### src/rtl/board_io_pkg.sv
// Shared constants and helpers for the board I/O controller.
// Latency: n/a (package only).
// Backpressure: n/a (package only).
package board_io_pkg;

  // All segments off; segments are active-low.
  localparam logic [6:0] SEG_BLANK = 7'h7F;

  // Hex nibble to active-low segment pattern, bit0 = a .. bit6 = g.
  function automatic logic [6:0] seg7(input logic [3:0] nib);
    logic [6:0] seg;
    case (nib)
      4'h0: seg = 7'h40;
      4'h1: seg = 7'h79;
      4'h2: seg = 7'h24;
      4'h3: seg = 7'h30;
      4'h4: seg = 7'h19;
      4'h5: seg = 7'h12;
      4'h6: seg = 7'h02;
      4'h7: seg = 7'h78;
      4'h8: seg = 7'h00;
      4'h9: seg = 7'h10;
      4'hA: seg = 7'h08;
      4'hB: seg = 7'h03;
      4'hC: seg = 7'h46;
      4'hD: seg = 7'h21;
      4'hE: seg = 7'h06;
      default: seg = 7'h0E;
    endcase
    return seg;
  endfunction

  // Width of a counter that must hold values 0..ticks.
  function automatic int cnt_width(input int ticks);
    return $clog2(ticks + 1);
  endfunction

endpackage

### src/rtl/board_io_debounce.sv
// Single-channel 2-FF synchroniser plus tick-based debouncer.
// Latency: 2 cycles + (DEBOUNCE_TICKS-1 .. DEBOUNCE_TICKS) tick periods.
// Backpressure: none; din is sampled every cycle.
module board_io_debounce
  import board_io_pkg::*;
#(
  parameter int DEBOUNCE_TICKS = 10
) (
  input  logic clk,
  input  logic reset,
  input  logic tick,
  input  logic din,
  output logic dout
);

  localparam int CW = cnt_width(DEBOUNCE_TICKS);
  localparam logic [CW-1:0] CNT_DONE = CW'(DEBOUNCE_TICKS);

  logic          sync1_q, sync1_d;
  logic          sync2_q, sync2_d;
  logic          stable_q, stable_d;
  logic [CW-1:0] cnt_q, cnt_d;
  logic [CW-1:0] cnt_inc;

  // Next-state: count ticks while the synced input disagrees; any agreement restarts the count.
  always_comb begin
    sync1_d  = din;
    sync2_d  = sync1_q;
    stable_d = stable_q;
    cnt_inc  = cnt_q + CW'(1);
    cnt_d    = cnt_q;
    if (sync2_q == stable_q) begin
      cnt_d = '0;
    end else if (tick) begin
      if (cnt_inc == CNT_DONE) begin
        stable_d = sync2_q;
        cnt_d    = '0;
      end else begin
        cnt_d = cnt_inc;
      end
    end
  end

  // State registers.
  always_ff @(posedge clk or posedge reset) begin
    if (reset) begin
      sync1_q  <= 1'b0;
      sync2_q  <= 1'b0;
      stable_q <= 1'b0;
      cnt_q    <= '0;
    end else begin
      sync1_q  <= sync1_d;
      sync2_q  <= sync2_d;
      stable_q <= stable_d;
      cnt_q    <= cnt_d;
    end
  end

  assign dout = stable_q;

endmodule

### src/rtl/board_io_ctrl.sv
// Board I/O: debounced keys/switches, key press/release events with sticky pending, 7-seg HEX drive.
// Latency: debounce per board_io_debounce; events +1 cycle after stable change; HEX 1 cycle after hex_we_i.
// Backpressure: none; all inputs sampled every cycle, key_clr_i is write-1-to-clear.
module board_io_ctrl
  import board_io_pkg::*;
#(
  parameter int W_KEY          = 4,
  parameter int W_SW           = 18,
  parameter int N_HEX          = 8,
  parameter int TICK_CYCLES    = 50000,
  parameter int DEBOUNCE_TICKS = 10,
  parameter bit KEY_ACTIVE_LOW = 1'b1
) (
  input  logic                 clk,
  input  logic                 reset,
  input  logic [W_KEY-1:0]     key_i,
  input  logic [W_SW-1:0]      sw_i,
  output logic [W_KEY-1:0]     key_o,
  output logic [W_SW-1:0]      sw_o,
  output logic [W_KEY-1:0]     key_press_o,
  output logic [W_KEY-1:0]     key_release_o,
  output logic [W_KEY-1:0]     key_pending_o,
  input  logic [W_KEY-1:0]     key_clr_i,
  input  logic                 hex_we_i,
  input  logic [4*N_HEX-1:0]   hex_value_i,
  input  logic [N_HEX-1:0]     hex_blank_i,
  output logic [7*N_HEX-1:0]   hex_o
);

  localparam int NCH = W_KEY + W_SW;
  localparam int PW  = (TICK_CYCLES > 1) ? $clog2(TICK_CYCLES) : 1;
  localparam logic [PW-1:0] PRESC_LAST = PW'(TICK_CYCLES - 1);

  logic [PW-1:0]      presc_q, presc_d;
  logic               tick;
  logic [NCH-1:0]     raw_in;
  logic [NCH-1:0]     deb_out;
  logic [W_KEY-1:0]   key_dly_q, key_dly_d;
  logic [W_KEY-1:0]   press_q, press_d;
  logic [W_KEY-1:0]   release_q, release_d;
  logic [W_KEY-1:0]   pending_q, pending_d;
  logic [7*N_HEX-1:0] hex_q, hex_d;

  // Shared tick prescaler: one-cycle tick when the count wraps.
  always_comb begin
    tick    = (presc_q == PRESC_LAST);
    presc_d = tick ? '0 : presc_q + PW'(1);
  end

  // Keys are normalised to 1 = pressed before synchronisation.
  assign raw_in = {sw_i, key_i ^ {W_KEY{KEY_ACTIVE_LOW}}};

  for (genvar i = 0; i < NCH; i++) begin : g_deb
    board_io_debounce #(
      .DEBOUNCE_TICKS(DEBOUNCE_TICKS)
    ) u_deb (
      .clk  (clk),
      .reset(reset),
      .tick (tick),
      .din  (raw_in[i]),
      .dout (deb_out[i])
    );
  end

  assign key_o = deb_out[W_KEY-1:0];
  assign sw_o  = deb_out[NCH-1:W_KEY];

  // Edge detect on debounced keys; a press pulse outranks a same-cycle clear.
  always_comb begin
    key_dly_d = key_o;
    press_d   = key_o & ~key_dly_q;
    release_d = ~key_o & key_dly_q;
    pending_d = (pending_q & ~key_clr_i) | press_q;
  end

  // Digit registers reload on every write, blank mask taking precedence over the nibble.
  always_comb begin
    hex_d = hex_q;
    if (hex_we_i) begin
      for (int d = 0; d < N_HEX; d++) begin
        hex_d[7*d +: 7] = hex_blank_i[d] ? SEG_BLANK : seg7(hex_value_i[4*d +: 4]);
      end
    end
  end

  // State registers.
  always_ff @(posedge clk or posedge reset) begin
    if (reset) begin
      presc_q   <= '0;
      key_dly_q <= '0;
      press_q   <= '0;
      release_q <= '0;
      pending_q <= '0;
      hex_q     <= {N_HEX{SEG_BLANK}};
    end else begin
      presc_q   <= presc_d;
      key_dly_q <= key_dly_d;
      press_q   <= press_d;
      release_q <= release_d;
      pending_q <= pending_d;
      hex_q     <= hex_d;
    end
  end

  assign key_press_o   = press_q;
  assign key_release_o = release_q;
  assign key_pending_o = pending_q;
  assign hex_o         = hex_q;

endmodule

### config.mk
export PLATFORM = sky130hd
export DESIGN_NAME = board_io_ctrl
export DESIGN_NICKNAME = d
export VERILOG_FILES = /design/src/rtl/board_io_pkg.sv /design/src/rtl/board_io_debounce.sv /design/src/rtl/board_io_ctrl.sv
export SDC_FILE = /design/constraint.sdc
export NUM_CORES = 1
export LEC_CHECK = 0
export ABC_AREA = 0
export CORE_UTILIZATION = 57
export DETAILED_ROUTE_END_ITERATION = 6
export PLACE_DENSITY = 0.86
export REMOVE_ABC_BUFFERS = 1
export SYNTH_ARGS = -nofsm -noshare
export SYNTH_HDL_FRONTEND = slang
export SYNTH_SLANG_ARGS = --single-unit
### constraint.sdc
create_clock -name clk -period 8.1 [get_ports clk]
set_clock_uncertainty 0.15 [all_clocks]
set_input_delay 0.81 -clock clk [delete_from_list [all_inputs] [get_ports clk]]
set_output_delay 0.81 -clock clk [all_outputs]
set_load 0.02 [all_outputs]
==> flow_results.org, run 1 <==
** Routing
- Detailed router's first-iteration violation count :: around 480
- Wires add up to 26560 um.
- DR vias :: 9819
- For this run, the detailed router's first-pass iteration total came to 6.
- Drc violations :: 0
- Remaining number of nets flagged by the antenna check after routing :: 0
- Via density per instance :: 5.659
- Wire per inst :: roughly 15 um

** Synthesis
- Summing every instance area after synthesis gives between 0.01 and 0.015 mm2.
- During synthesis, Yosys emitted a total of 0 warnings.
- Number of cells produced by synthesis :: 1306
- Top cell type's share of synthesized area :: 0.3552
- Count of unique library cells instantiated by Yosys :: 49
- Most used standard cell by instance count after synthesis :: dfrtp_1
- Most area-consuming cells after synthesis :: dfrtp_1, dfstp_2, ha_1
- Share of synthesized area occupied by flip-flops and latches :: 0.4675
- Proportion of synthesized flip-flops having asynchronous set or reset :: 1.000
- Most frequent cells after synthesis :: dfrtp_1, inv_1, a21oi_1
- Number of synthesized flops with an enable pin :: 0
- Prevailing post-synth register cell :: dfrtp_1
- Number of storage elements in the synthesis netlist :: 242
- Average instance area after synthesis :: 10.03 um2
- Cell taking the most area after synthesis :: dfrtp_1

** Global route
- Summed over all layers, the global routing overflow is 0.
- Via count of the first global-routing pass :: a little under 10000
- Largest net degree at the start of global routing :: 112
- Initial antenna violation count :: 0
- Wire length of the first global-routing pass :: 45330 um
- For this run, the total global-route usage over all layers was measured as 0.2276.

** Power and ir drop
- In this run the power density over the cells is about 180 mW/mm2.
- IR analysis of the VDD net gives a maximum drop of 0.1401 mV.
- Leakage component of the power :: approximately 6.8 nW

** Timing
- Static timing analysis puts the maximum clock frequency at 0.3303 GHz.
- At the pin with the least slew margin, the transition time is 937.5 ps.
- Final min period :: ~3000 ps
- Final slew viol count :: 0
- Setup violations remaining at the end of the flow were counted as 0.
- Hold Vio Cnt, Final :: 0
- Post-layout worst setup margin :: 5073 ps
- Worst-case headroom to the max-slew limit :: 0.3750
- Fin crit share :: 0.3737
- In the final timing run, aggregate negative setup slack is 0 ps.
- Setup repair after global routing left no endpoint under its margin.

** Layout
- Compared with the post-synthesis result, the final layout area differs by 19.49%.
- Post-layout util :: 0.6937
- The repair_antennas step left the layout with diodes totalling 0.
- After the last flow step, the layout net total stands at about 1600.
- The sequential cells in the finished layout cover a total of a little over 0.006 mm2.
- Total area of multi-input combinational cells :: 0.006167 mm2
- Leaving out filler cells and counting taps, the final layout contains 1735.
- Fill cell instance count of the final layout :: between 1500 and 2000
- Layout cells sized above 1 :: 0.1131

** Clock tree
- In this run the number of H-tree levels came out at 1.
- Clock tree from TritonCTS :: built
- # resized after CTS :: 0
- Buffers inserted to repair hold after CTS numbered 0.
- Clock tree synthesis selected as its root buffer the cell clkbuf_16.
- After clock tree synthesis, the clock-pin slew on the worst setup and hold paths is 60 ps.
- The number of clock buffers added by TritonCTS is 27.
- At the later pin of the worst-skew pair, clock insertion delay measures 530 ps.
- CTS saw 242 sinks.
- Once the clock tree was built, the setup fixing pass inserted 0 buffers.
- Counting along the longest clock path gives a buffer depth of 3.

** Floorplan
- Die footprint :: 0.02360 mm2
- Effective utilization at floorplan :: 0.5805
- The die is ~150 um wide.
- Die height :: around 150 um
- Num rows :: 55
- For this design the top-level I/O count stands at 159.
- The total area inside the core boundary comes to 0.02257 mm2.

** Run status
- Run status :: finished clean

** Worst setup path
- Data on the critical path arrives at its endpoint at 3280 ps.
- The startpoint identified for the worst register-to-register timing path is presc_q[0].
- Max stage delay on crit path :: roughly 600 ps
- Path depth of the worst reg2reg path :: 6
- Counting both buffers and inverters, the worst setup path holds a total of 1.
- Ordered cell list for the critical path :: ha_1 -> and3_1 -> nand4_4 -> buf_4 -> nor3_1 -> mux2_2
- Top Family by Delay on Critical Path :: simple AND/OR/NAND/NOR gates
- The most critical setup path has its startpoint at presc_q[0].
- Endpoint type of the worst setup path :: flip-flop
- By startpoint and endpoint, the worst setup path is classified as flip-flop to flip-flop.
- Critical path peak fanout :: 82
- Data on the critical path is required at its endpoint by around 8400 ps.
- The largest individual stage delay along the critical path comes from the cell buf_4.
- STA classifies the critical path startpoint as a flip-flop.
- Logic depth of the worst path, buffers included :: 6

** Place
- During placement, the flow inserted port buffers numbering between 150 and 200.
- The number of placed instances, taps included, is 1685.
- GPL Wtd Cong :: 0.8622
- Prior to clock tree synthesis, the placed netlist has a worst setup slack of 5038 ps.
- After legalization and detailed placement, the total HPWL measured 17710 um.

** Worst hold path
- Min-Delay Path Class :: flip-flop to flip-flop
- The worst hold path was traced through 0 stages.
- Hold path startpoint :: g_deb[4].u_deb.sync1_q

** Job
- Max-cap violations in this run came to 0.
==> cells in the final DEF (no fill, tap or decap), types with 10 or more instances in the layout <==
cell	synthesis	final
dfrtp_1	186	186
clkdlybuf4s50_1	0	157
inv_1	120	119
a21oi_1	110	110
ha_1	93	93
nor2_1	90	90
nand2_1	85	85
dfstp_2	56	56
o21ai_0	54	54
nand3_1	49	49
xnor2_1	48	48
o211ai_1	43	43
nor3_1	33	33
mux2_2	32	32
xor2_1	28	28
clkbuf_16	0	27
or3_1	23	23
mux2i_1	21	21
a21boi_0	21	21
nor2b_1	17	17
a221oi_1	15	15
o22a_1	15	15
nand2b_1	12	12
and2_1	10	10
a31oi_1	10	10
==> flip-flops by register name, summed over array words and instances, names as in the netlist <==
signal,cells
g_deb.u_deb.cnt_q,88
g_deb.u_deb.dout,22
g_deb.u_deb.sync1_q,22
g_deb.u_deb.sync2_q,22
hex_o,56
key_dly_q,4
key_pending_o,4
key_press_o,4
key_release_o,4
presc_q,16
==> power breakdown <==
group / switching (W) / internal [W] / total [W]
combinational: 0.000159 / 0.000136 / 0.000296
clock: 0.000482 / 0.000784 / 0.00127
sequential: 0.0000236 / 0.00127 / 0.00130
==> cell families after synthesis <==
kind of cell | share of synthesized area
simple gates | 0.1295
compound gates | 0.1435
flops | 0.4675
buf+inv | 0.06264
fa+ha+maj | 0.08880
xor+xnor | 0.05080
mux | 0.05729
==> final timing paths <==
kind,slack (ps),end
min reg2reg,200,g_deb[4].u_deb.sync2_q
max in group asynchronous,5700,g_deb[10].u_deb.sync2_q
min in group asynchronous,670,g_deb[13].u_deb.sync2_q
max,5070,g_deb[7].u_deb.dout
min,200,g_deb[4].u_deb.sync2_q
max reg2reg,5070,g_deb[7].u_deb.dout
==> layer usage <==
| metal | wire, um | up-vias | track usage |
|---|---|---|---|
| met4 | 503 | 0 | 0.05524 |
| met5 | 0 | - | 0 |
| met1 | 10900 | 4819 | 0.2778 |
| li1 | - | 4726 | - |
| met2 | 13160 | 226 | 0.3931 |
| met3 | 1985 | 48 | 0.06990 |
==> cell type report <==
| type | count | area share |
|---|---|---|
| clock buffers | 36 | 0.04851 |
| clock inverters | 14 | 0.01127 |
| inverters | 120 | 0.02925 |
| multi-input cells | 875 | 0.3939 |
| flip-flops and latches | 242 | 0.3912 |
| well taps | 285 | 0.02277 |
| repair buffers | 163 | 0.1031 |
==> per-stage QoR <==
stage	area (um2)	total power (W)	hold slack, ps
detailed placement	14720	0.001611	185.8
CTS	15660	0.002888	199.7
floorplan	12730	0.001462	181.2
global route	15660	0.002959	202.9
global placement	14720	0.001604	182.8
finish	15660	0.002858	196.2
Note: power is estimated with default switching activity, not from simulation.
==> run 2, diff against run 1 <==
--- a/config.mk
+++ b/config.mk
@@ -6,9 +6,9 @@
 export NUM_CORES = 1
 export LEC_CHECK = 0
 export ABC_AREA = 0
-export CORE_UTILIZATION = 57
+export CORE_UTILIZATION = 51
 export DETAILED_ROUTE_END_ITERATION = 6
-export PLACE_DENSITY = 0.86
+export PLACE_DENSITY = 0.82
 export REMOVE_ABC_BUFFERS = 1
 export SYNTH_ARGS = -nofsm -noshare
 export SYNTH_HDL_FRONTEND = slang
==> constraint.sdc (replaced) <==
create_clock -name clk -period 2.4 [get_ports clk]
set_clock_uncertainty 0.15 [all_clocks]
set_input_delay 0.24 -clock clk [delete_from_list [all_inputs] [get_ports clk]]
set_output_delay 0.24 -clock clk [all_outputs]
set_load 0.02 [all_outputs]
==> run 2 against run 1 <==
  * Setup slack worse by 4900 ps
  * Via count rose by 0.34%
  * Non-clock buffer count up 25
  * First-iteration DRC count increased by 25%
  * Fmax increased by 35%
  * Critical path type unchanged
  * Critical endpoint is now g_deb[4].u_deb.dout
  * Highest routed layer unchanged
==> flow_results.org, run 2 (synthesized netlist as in run 1, its figures left out) <==
** Routing
- Detailed router's first-iteration violation count :: 604 (+25%)
- The average detailed-routed wire length per instance is 15.15 um (-1.0%).
- DR vias :: 9852 (+0.34%)
- Drc violations :: 0 (unchanged)
- The post-detailed-routing wire length came to 27330 um (+2.9%).
- The detail-routed via count per cell came to 5.461 (-3.5%).
- Remaining number of nets flagged by the antenna check after routing :: 0 (unchanged)
- First-pass iteration count of the detailed router :: 7 (+1)

** Clock tree
- TritonCTS built the clock tree.
- H-tree levels :: 1 (unchanged)
- Count of clock tree sinks :: 242 (unchanged)
- The source-to-sink clock delay at the later pin of the worst-skew pair is 520 ps (about the same).
- Number of buffers on the longest clock path :: 3 (unchanged)
- Clock root buffer :: clkbuf_16
- The clock-pin slew on the worst setup and hold paths came to 60 ps (about the same).
- Total clock buffers created by CTS :: 27 (unchanged)
- The total setup buffers inserted after CTS came to 0 (unchanged).

** Worst setup path
- Critical path peak fanout :: 91 (+11%)
- Endpoint type of the worst setup path :: flip-flop
- WP data arrival :: 2490 ps (-790 ps)
- CP max-delay cell :: dfrtp_1
- The critical path is of the flip-flop to flip-flop type.
- The worst setup path is launched from a flip-flop.
- The largest stage delay on the critical path is 370 ps (-230 ps).
- The required time reported for the critical path endpoint is 2650 ps (-5700 ps).
- The critical path goes through ha_1 -> and3_1 -> nand4_4 -> buf_12 -> nor3_1 -> mux2_2.

** Timing
- The worst-case headroom to the max-slew limit came to 0.6386 (+0.2636).
- The achievable clock frequency was 0.4463 GHz (+35%).
- The setup violation total in the final timing report is 0 (unchanged).
- Fin crit share :: 0.9335 (+0.5598)
- The clock period minus final worst setup slack came to 2240 ps (-786.7 ps).
- Setup repair after global routing missed its margin :: false
- Final slew viol count :: 0 (unchanged)
- Hold Vio Cnt, Final :: 0 (unchanged)
- The post-layout worst setup margin is 159.5 ps (-4913 ps).
- The transition time at the pin with the least slew margin is 540.4 ps (-397.1 ps).

** Floorplan
- The starting density of the core came to 0.5204 (-0.06017).
- The number of ports placed on the die boundary is 159 (unchanged).
- The die footprint is 0.02634 mm2 (+12%).
- The chip height is 162.3 um (+5.6%).
- Num rows :: 58 (+5.5%)
- Die width :: 162.3 um (+5.6%)
- The area of the core was 0.02518 mm2 (+12%).

** Layout
- Fill cell instance count of the final layout :: 1940 (+19%)
- In the layout the commonest cells are dfrtp_1, clkdlybuf4s50_1, inv_1.
- The net total in the final layout came to 1616 (+1.6%).
- P&R area growth vs syn :: 22.14%
- Layout cells sized above 1 :: 0.1235 (+0.01037)
- Finished Cell Area :: 0.01601 mm2 (+2.2%)
- The non-filler instance count after layout is 1804 (+4.0%).
- The number of flip-flops under the largest register name came to 88 (unchanged).
- The register with the most flip-flops in the final layout is g_deb.u_deb.cnt_q.
- N_diodes :: 0 (unchanged)
- Leaving out fill and tap cells, the most frequent cell in the layout is dfrtp_1.

** Worst hold path
- The tightest min-delay check is of the input pin to flip-flop type.

** Job
- The count of maximum capacitance violations is 0 (unchanged).

** Global route
- The total global-route track usage was 0.2099 (-0.01772).
- The via count of the first global-routing pass was 9878 (+1.1%).
- Largest net degree at the start of global routing :: 92 (-18%)
- The first-pass GRT wire length is 46240 um (+2.0%).
- Initial antenna violation count :: 0 (unchanged)
- Total grt overflow :: 0 (unchanged)

** Power and ir drop
- Leakage component of the power :: 6.956 nW (+2.2%)
- Maximum vdd drop :: 0.5273 mV (+280%)
- Areal power density over the cells :: 603.6 mW/mm2 (+230%)

** Run status
- Run status :: finished clean

** Place
- Placed Cells :: 1747 (+3.7%)
- The post-DP HPWL was 18800 um (+6.1%).
- Port buffer count :: 158 (unchanged)
- GPL Wtd Cong :: 0.9129 (+5.9%)
- The post-detailed-placement cell area came to 0.01501 mm2 (+1.9%).
- The pre-CTS setup slack was 171.5 ps (-4867 ps).
## run 2: cell types whose count changed in the layout (fill, tap and decap cells not counted), sizes merged
| cell | previous run | this run |
|---|---|---|
| dlygate4sd3 | 0 | 8 |
| clkinv | 8 | 12 |
| clkbuf | 36 | 32 |
| inv | 121 | 120 |
| buf | 6 | 23 |
## run 2: cell type report
type	count	area [um2]	area share
multi-input combinational	875	6167	0.3853
sequential	242	6126	0.3827
timing repair buffer	188	1922	0.1201
clock buffer	32	724.4	0.04526
inverter	120	457.9	0.02861
tap	330	412.9	0.02580
clock inverter	17	195.2	0.01220
## run 2: path summary, 6_finish.rpt
check | slack (ps) | endpoint | start | depth (start not counted)
setup / recovery | 160 | g_deb[4].u_deb.dout | presc_q[0] | 6
hold / removal | 20 | g_deb[5].u_deb.sync1_q | sw_i[1] | 1
setup reg to reg | 160 | g_deb[4].u_deb.dout | presc_q[0] | 6
hold reg to reg | 190 | g_deb[21].u_deb.sync2_q | g_deb[21].u_deb.sync1_q | 0
max in group asynchronous | 890 | hex_o[41] | reset | 4
min in group asynchronous | 550 | key_dly_q[1] | reset | 3
## run 2: through the flow
step | utilization | hold WS, ps | power, W | TNS [ps]
6_report | 0.6356 | 18.79 | 0.009661 | 0
3_5_place_dp | 0.5959 | 184.7 | 0.005479 | 0
4_1_cts | 0.6356 | 3.424 | 0.009779 | 0
5_1_grt | 0.6356 | 1.345 | 0.01005 | 0
3_3_place_gp | 0.5959 | 181.8 | 0.005458 | 0
2_1_floorplan | - | 121.4 | 0.004934 | -1082020
## run 2: report_power, final
group	internal (W)	switching, W	total [W]	leakage [nW]
Combinational	0.000494	0.000555	0.00105	3.42
Sequential	0.00429	0.0000821	0.00438	3.07
Clock	0.00258	0.00166	0.00424	0.461
## run 2: routing by layer
layer / vias to the layer above / wire length [um] / GRT usage
met1: 4812 / 11430 / 0.2563
met5: - / 0 / 0
met4: 0 / 466 / 0.04717
li1: 4770 / - / -
met2: 227 / 13420 / 0.3650
met3: 43 / 2003 / 0.06052
## run 2: critical path: cells and delay by family (launching register included)
| kind | cells | cell delay [ps] |
|---|---|---|
| muxes | 1 | 370 |
| adders and majority gates | 1 | 190 |
| DFF | 1 | 370 |
| buffers and inverters | 1 | 240 |
| and+or+nand+nor | 3 | 760 |
## run 2: repair_timing
item                      CTS  global route
hold buffers                8             0
gates resized for setup     0             0
hold endpoints to repair    9             0
==> run 3, diff against run 2 <==
--- a/config.mk
+++ b/config.mk
@@ -6,9 +6,9 @@
 export NUM_CORES = 1
 export LEC_CHECK = 0
 export ABC_AREA = 0
-export CORE_UTILIZATION = 51
+export CORE_UTILIZATION = 60
 export DETAILED_ROUTE_END_ITERATION = 6
-export PLACE_DENSITY = 0.82
+export PLACE_DENSITY = 0.9
 export REMOVE_ABC_BUFFERS = 1
 export SYNTH_ARGS = -nofsm -noshare
 export SYNTH_HDL_FRONTEND = slang
==> constraint.sdc (replaced) <==
create_clock -name clk -period 2.64 [get_ports clk]
set_clock_uncertainty 0.15 [all_clocks]
set_input_delay 0.264 -clock clk [delete_from_list [all_inputs] [get_ports clk]]
set_output_delay 0.264 -clock clk [all_outputs]
set_load 0.02 [all_outputs]
==> run 3 against run 2 <==
  * Setup slack gained 230 ps
  * Via count grew 1.0%
  * Critical path depth is the same
  * Register-to-register slack gained 230 ps
  * Die area shrank 15%
  * Non-clock buffer count shrank 13
  * Worst hold slack gained 9.2 ps
  * Sequential share of layout area grew 0.45 points
  * Clock power shrank 9.9%
  * Final cell count shrank 3.8%
  * Sequential cell count is the same
  * Critical endpoint is now g_deb[8].u_deb.dout
  * Highest routed layer unchanged
==> flow_results.org, run 3 (synthesized netlist as in run 1, its figures left out) <==
** Run status
- The flow ran to the end, and the final reports show no timing, DRC or antenna violations.

** Global route
- The first-pass GRT wire length was 47460 um (+2.6%).
- The via count of the first global-routing pass came to 10160 (+2.9%).
- The total global-route track usage was 0.2576 (+0.04770).
- Largest net degree at the start of global routing :: 73 (-21%)
- Initial antenna violation count :: 0 (unchanged)
- Total grt overflow :: 0 (unchanged)

** Clock tree
- The root buffer cell chosen for the clock tree is clkbuf_16.
- The clock-pin slew on the worst setup and hold paths came to 60 ps (about the same).
- Count of clock tree sinks :: 242 (unchanged)
- Latest clock arrival within the worst-skew pair :: 520 ps (about the same)
- Total clock buffers created by CTS :: 27 (unchanged)
- Number of buffers on the longest clock path :: 3 (unchanged)
- # resized after CTS :: 0 (unchanged)
- The total setup buffers inserted after CTS is 0 (unchanged).
- H-tree levels :: 1 (unchanged)
- The number of buffers inserted for hold repair after clock tree synthesis was 0 (-8).
- TritonCTS built the clock tree.

** Routing
- The average detailed-routed wire length per instance came to 16.28 um (+7.5%).
- Via density per instance :: 5.734 (+5.0%)
- The number of optimization iterations in the first detailed-route pass was 5 (-2).
- The number of nets with antenna violations after detailed routing is 0 (unchanged).
- The violation count after the first detailed-route iteration is 416 (-31%).
- Wire length reported by the detailed router :: 28270 um (+3.4%)
- The total number of vias is 9954 (+1.0%).
- The remaining routing DRC violations came to 0 (unchanged).

** Job
- Maximum Capacitance Violations :: 0 (unchanged)

** Floorplan
- The chip height was 149.8 um (-7.7%).
- The total number of placement rows came to 53 (-8.6%).
- Die width :: 149.8 um (-7.7%)
- The starting density of the core came to 0.6175 (+0.09714).
- Count of boundary I/O pins :: 159 (unchanged)
- The area of the core is 0.02122 mm2 (-16%).
- Die footprint :: 0.02243 mm2 (-15%)

** Power and ir drop
- The portion of total power attributed to the clock network is 0.437 (-0.002).
- The cell leakage power was 6.880 nW (-1.1%).
- The switching power summed over all nets is 0.002070 W (-9.7%).
- Part of the total power dissipated in sequential elements :: 0.455 (+0.002)
- Maximum vdd drop :: 0.4053 mV (-23%)
- The cell internal power dissipation was 0.006662 W (-9.6%).
- The logic gate share of total power is 0.107 (-0.002).
- The switching fraction of total power was 0.2370 (-0.0002949).
- Areal power density over the cells :: 552.0 mW/mm2 (-8.5%)

** Place
- GPL Wtd Cong :: 0.8725 (-4.4%)
- Cell area reported after detailed placement :: 0.01491 mm2 (-0.63%)
- Placed Cells :: 1687 (-3.4%)
- Port buffer count :: 158 (unchanged)
- Post-Place Worst Slack :: 412.1 ps (+240.7 ps)
- HPWL after detailed placement :: 19200 um (+2.1%)

** Timing
- The final count of hold timing violations is 0 (unchanged).
- Fin crit share :: 0.8527 (-0.08085)
- Setup repair after global routing missed its margin :: false
- Final min period :: 2251 ps (+10.60 ps)
- Post-layout worst setup margin :: 388.9 ps (+229.4 ps)
- Final worst hold slack :: 27.99 ps (+9.202 ps)
- Worst-case headroom to the max-slew limit :: 0.5660 (-0.07264)
- The achievable clock frequency is 0.4442 GHz (-0.47%).
- The setup violation total in the final timing report is 0 (unchanged).
- Final TNS setup :: 0 ps (unchanged)
- Final slew viol count :: 0 (unchanged)
- The transition time at the pin with the least slew margin was 651.1 ps (+110.7 ps).

** Worst setup path
- Critical Path Source Type :: flip-flop
- STA classifies the critical path endpoint as a flip-flop.
- By startpoint and endpoint, the worst setup path is classified as flip-flop to flip-flop.
- Critical path peak fanout :: 39 (-57%)
- The minimum setup slack among reg-to-reg paths was 390 ps (+230 ps).
- CP required :: 2890 ps (+240 ps)
- The startpoint identified for the worst register-to-register timing path is presc_q[0].
- Crit path launch :: presc_q[0]
- The data arrival time of the critical path is 2500 ps (about the same).

** Layout
- The share of final-layout standard cells stronger than drive strength 1 was 0.1170 (-0.006430).
- The count of filler cells inserted in the layout was 1350 (-30%).
- The net total in the final layout came to 1603 (-0.80%).
- N_diodes :: 0 (unchanged)
- Leading cell type in the layout, fill and taps excluded :: dfrtp_1
- Number of flip-flops in the largest register :: 88 (unchanged)
- Counting flops per register, the top entry is g_deb.u_deb.cnt_q.
- Most frequent cells in the layout :: dfrtp_1, clkdlybuf4s50_1, inv_1
- The area growth from synthesis to layout is 20.71%.
- Final non-filler cell total :: 1736 (-3.8%)
- The total non-filler cell area in the finished layout was 0.01582 mm2 (-1.2%).

** Worst hold path
- Hold path startpoint :: sw_i[2]
- The min-delay analysis places its worst path in the category input pin to flip-flop.
run 3: path summary, 6_finish.rpt:
path / end / cells after the start
max: g_deb[8].u_deb.dout / 6
min: g_deb[6].u_deb.sync1_q / 1
max reg2reg: g_deb[8].u_deb.dout / 6
min reg2reg: g_deb[2].u_deb.sync2_q / 0
max in group asynchronous: hex_o[30] / 3
min in group asynchronous: g_deb[14].u_deb.sync1_q / 2
run 3: critical path: stages, from the launching register on:
cell	delay, ps
dfrtp_1	360
ha_1	180
and3_1	340
nand4_4	210
buf_12	230
nor3_1	270
mux2_2	380
run 3: power by group through the flow:
| stage | combinational (W) | clock, W | sequential (W) |
|---|---|---|---|
| detailed placement | 0.000935 | 0 | 0.00403 |
| global route | 0.00102 | 0.00406 | 0.00399 |
| global placement | 0.000912 | 0 | 0.00403 |
| finish | 0.000937 | 0.00382 | 0.00398 |
| CTS | 0.000942 | 0.00389 | 0.00398 |
| floorplan | 0.000340 | 0 | 0.00415 |
run 3: final cells by class:
cell class	instances	area (um2)	share of cell area
clock buffers	40	774.5	0.04896
clock inverters	9	131.4	0.008306
inverters	120	457.9	0.02895
multi-input cells	875	6167	0.3899
flip-flops and latches	242	6126	0.3873
well taps	275	344.1	0.02175
repair buffers	175	1817	0.1149
run 3: metal layers:
layer,global-route usage,routed length (um),vias to the layer above
met5,0,0,-
met4,0.05808,449,0
met3,0.07409,2115,51
met2,0.4567,14310,288
met1,0.3081,11390,4860
li1,-,-,4755
run 3: metrics by stage:
stage               total power (W)    util
finish                     0.008732  0.7454
detailed placement         0.004970  0.7027
CTS                        0.008805  0.7454
floorplan                  0.004486       -
global placement           0.004943  0.7027
global route               0.009061  0.7454
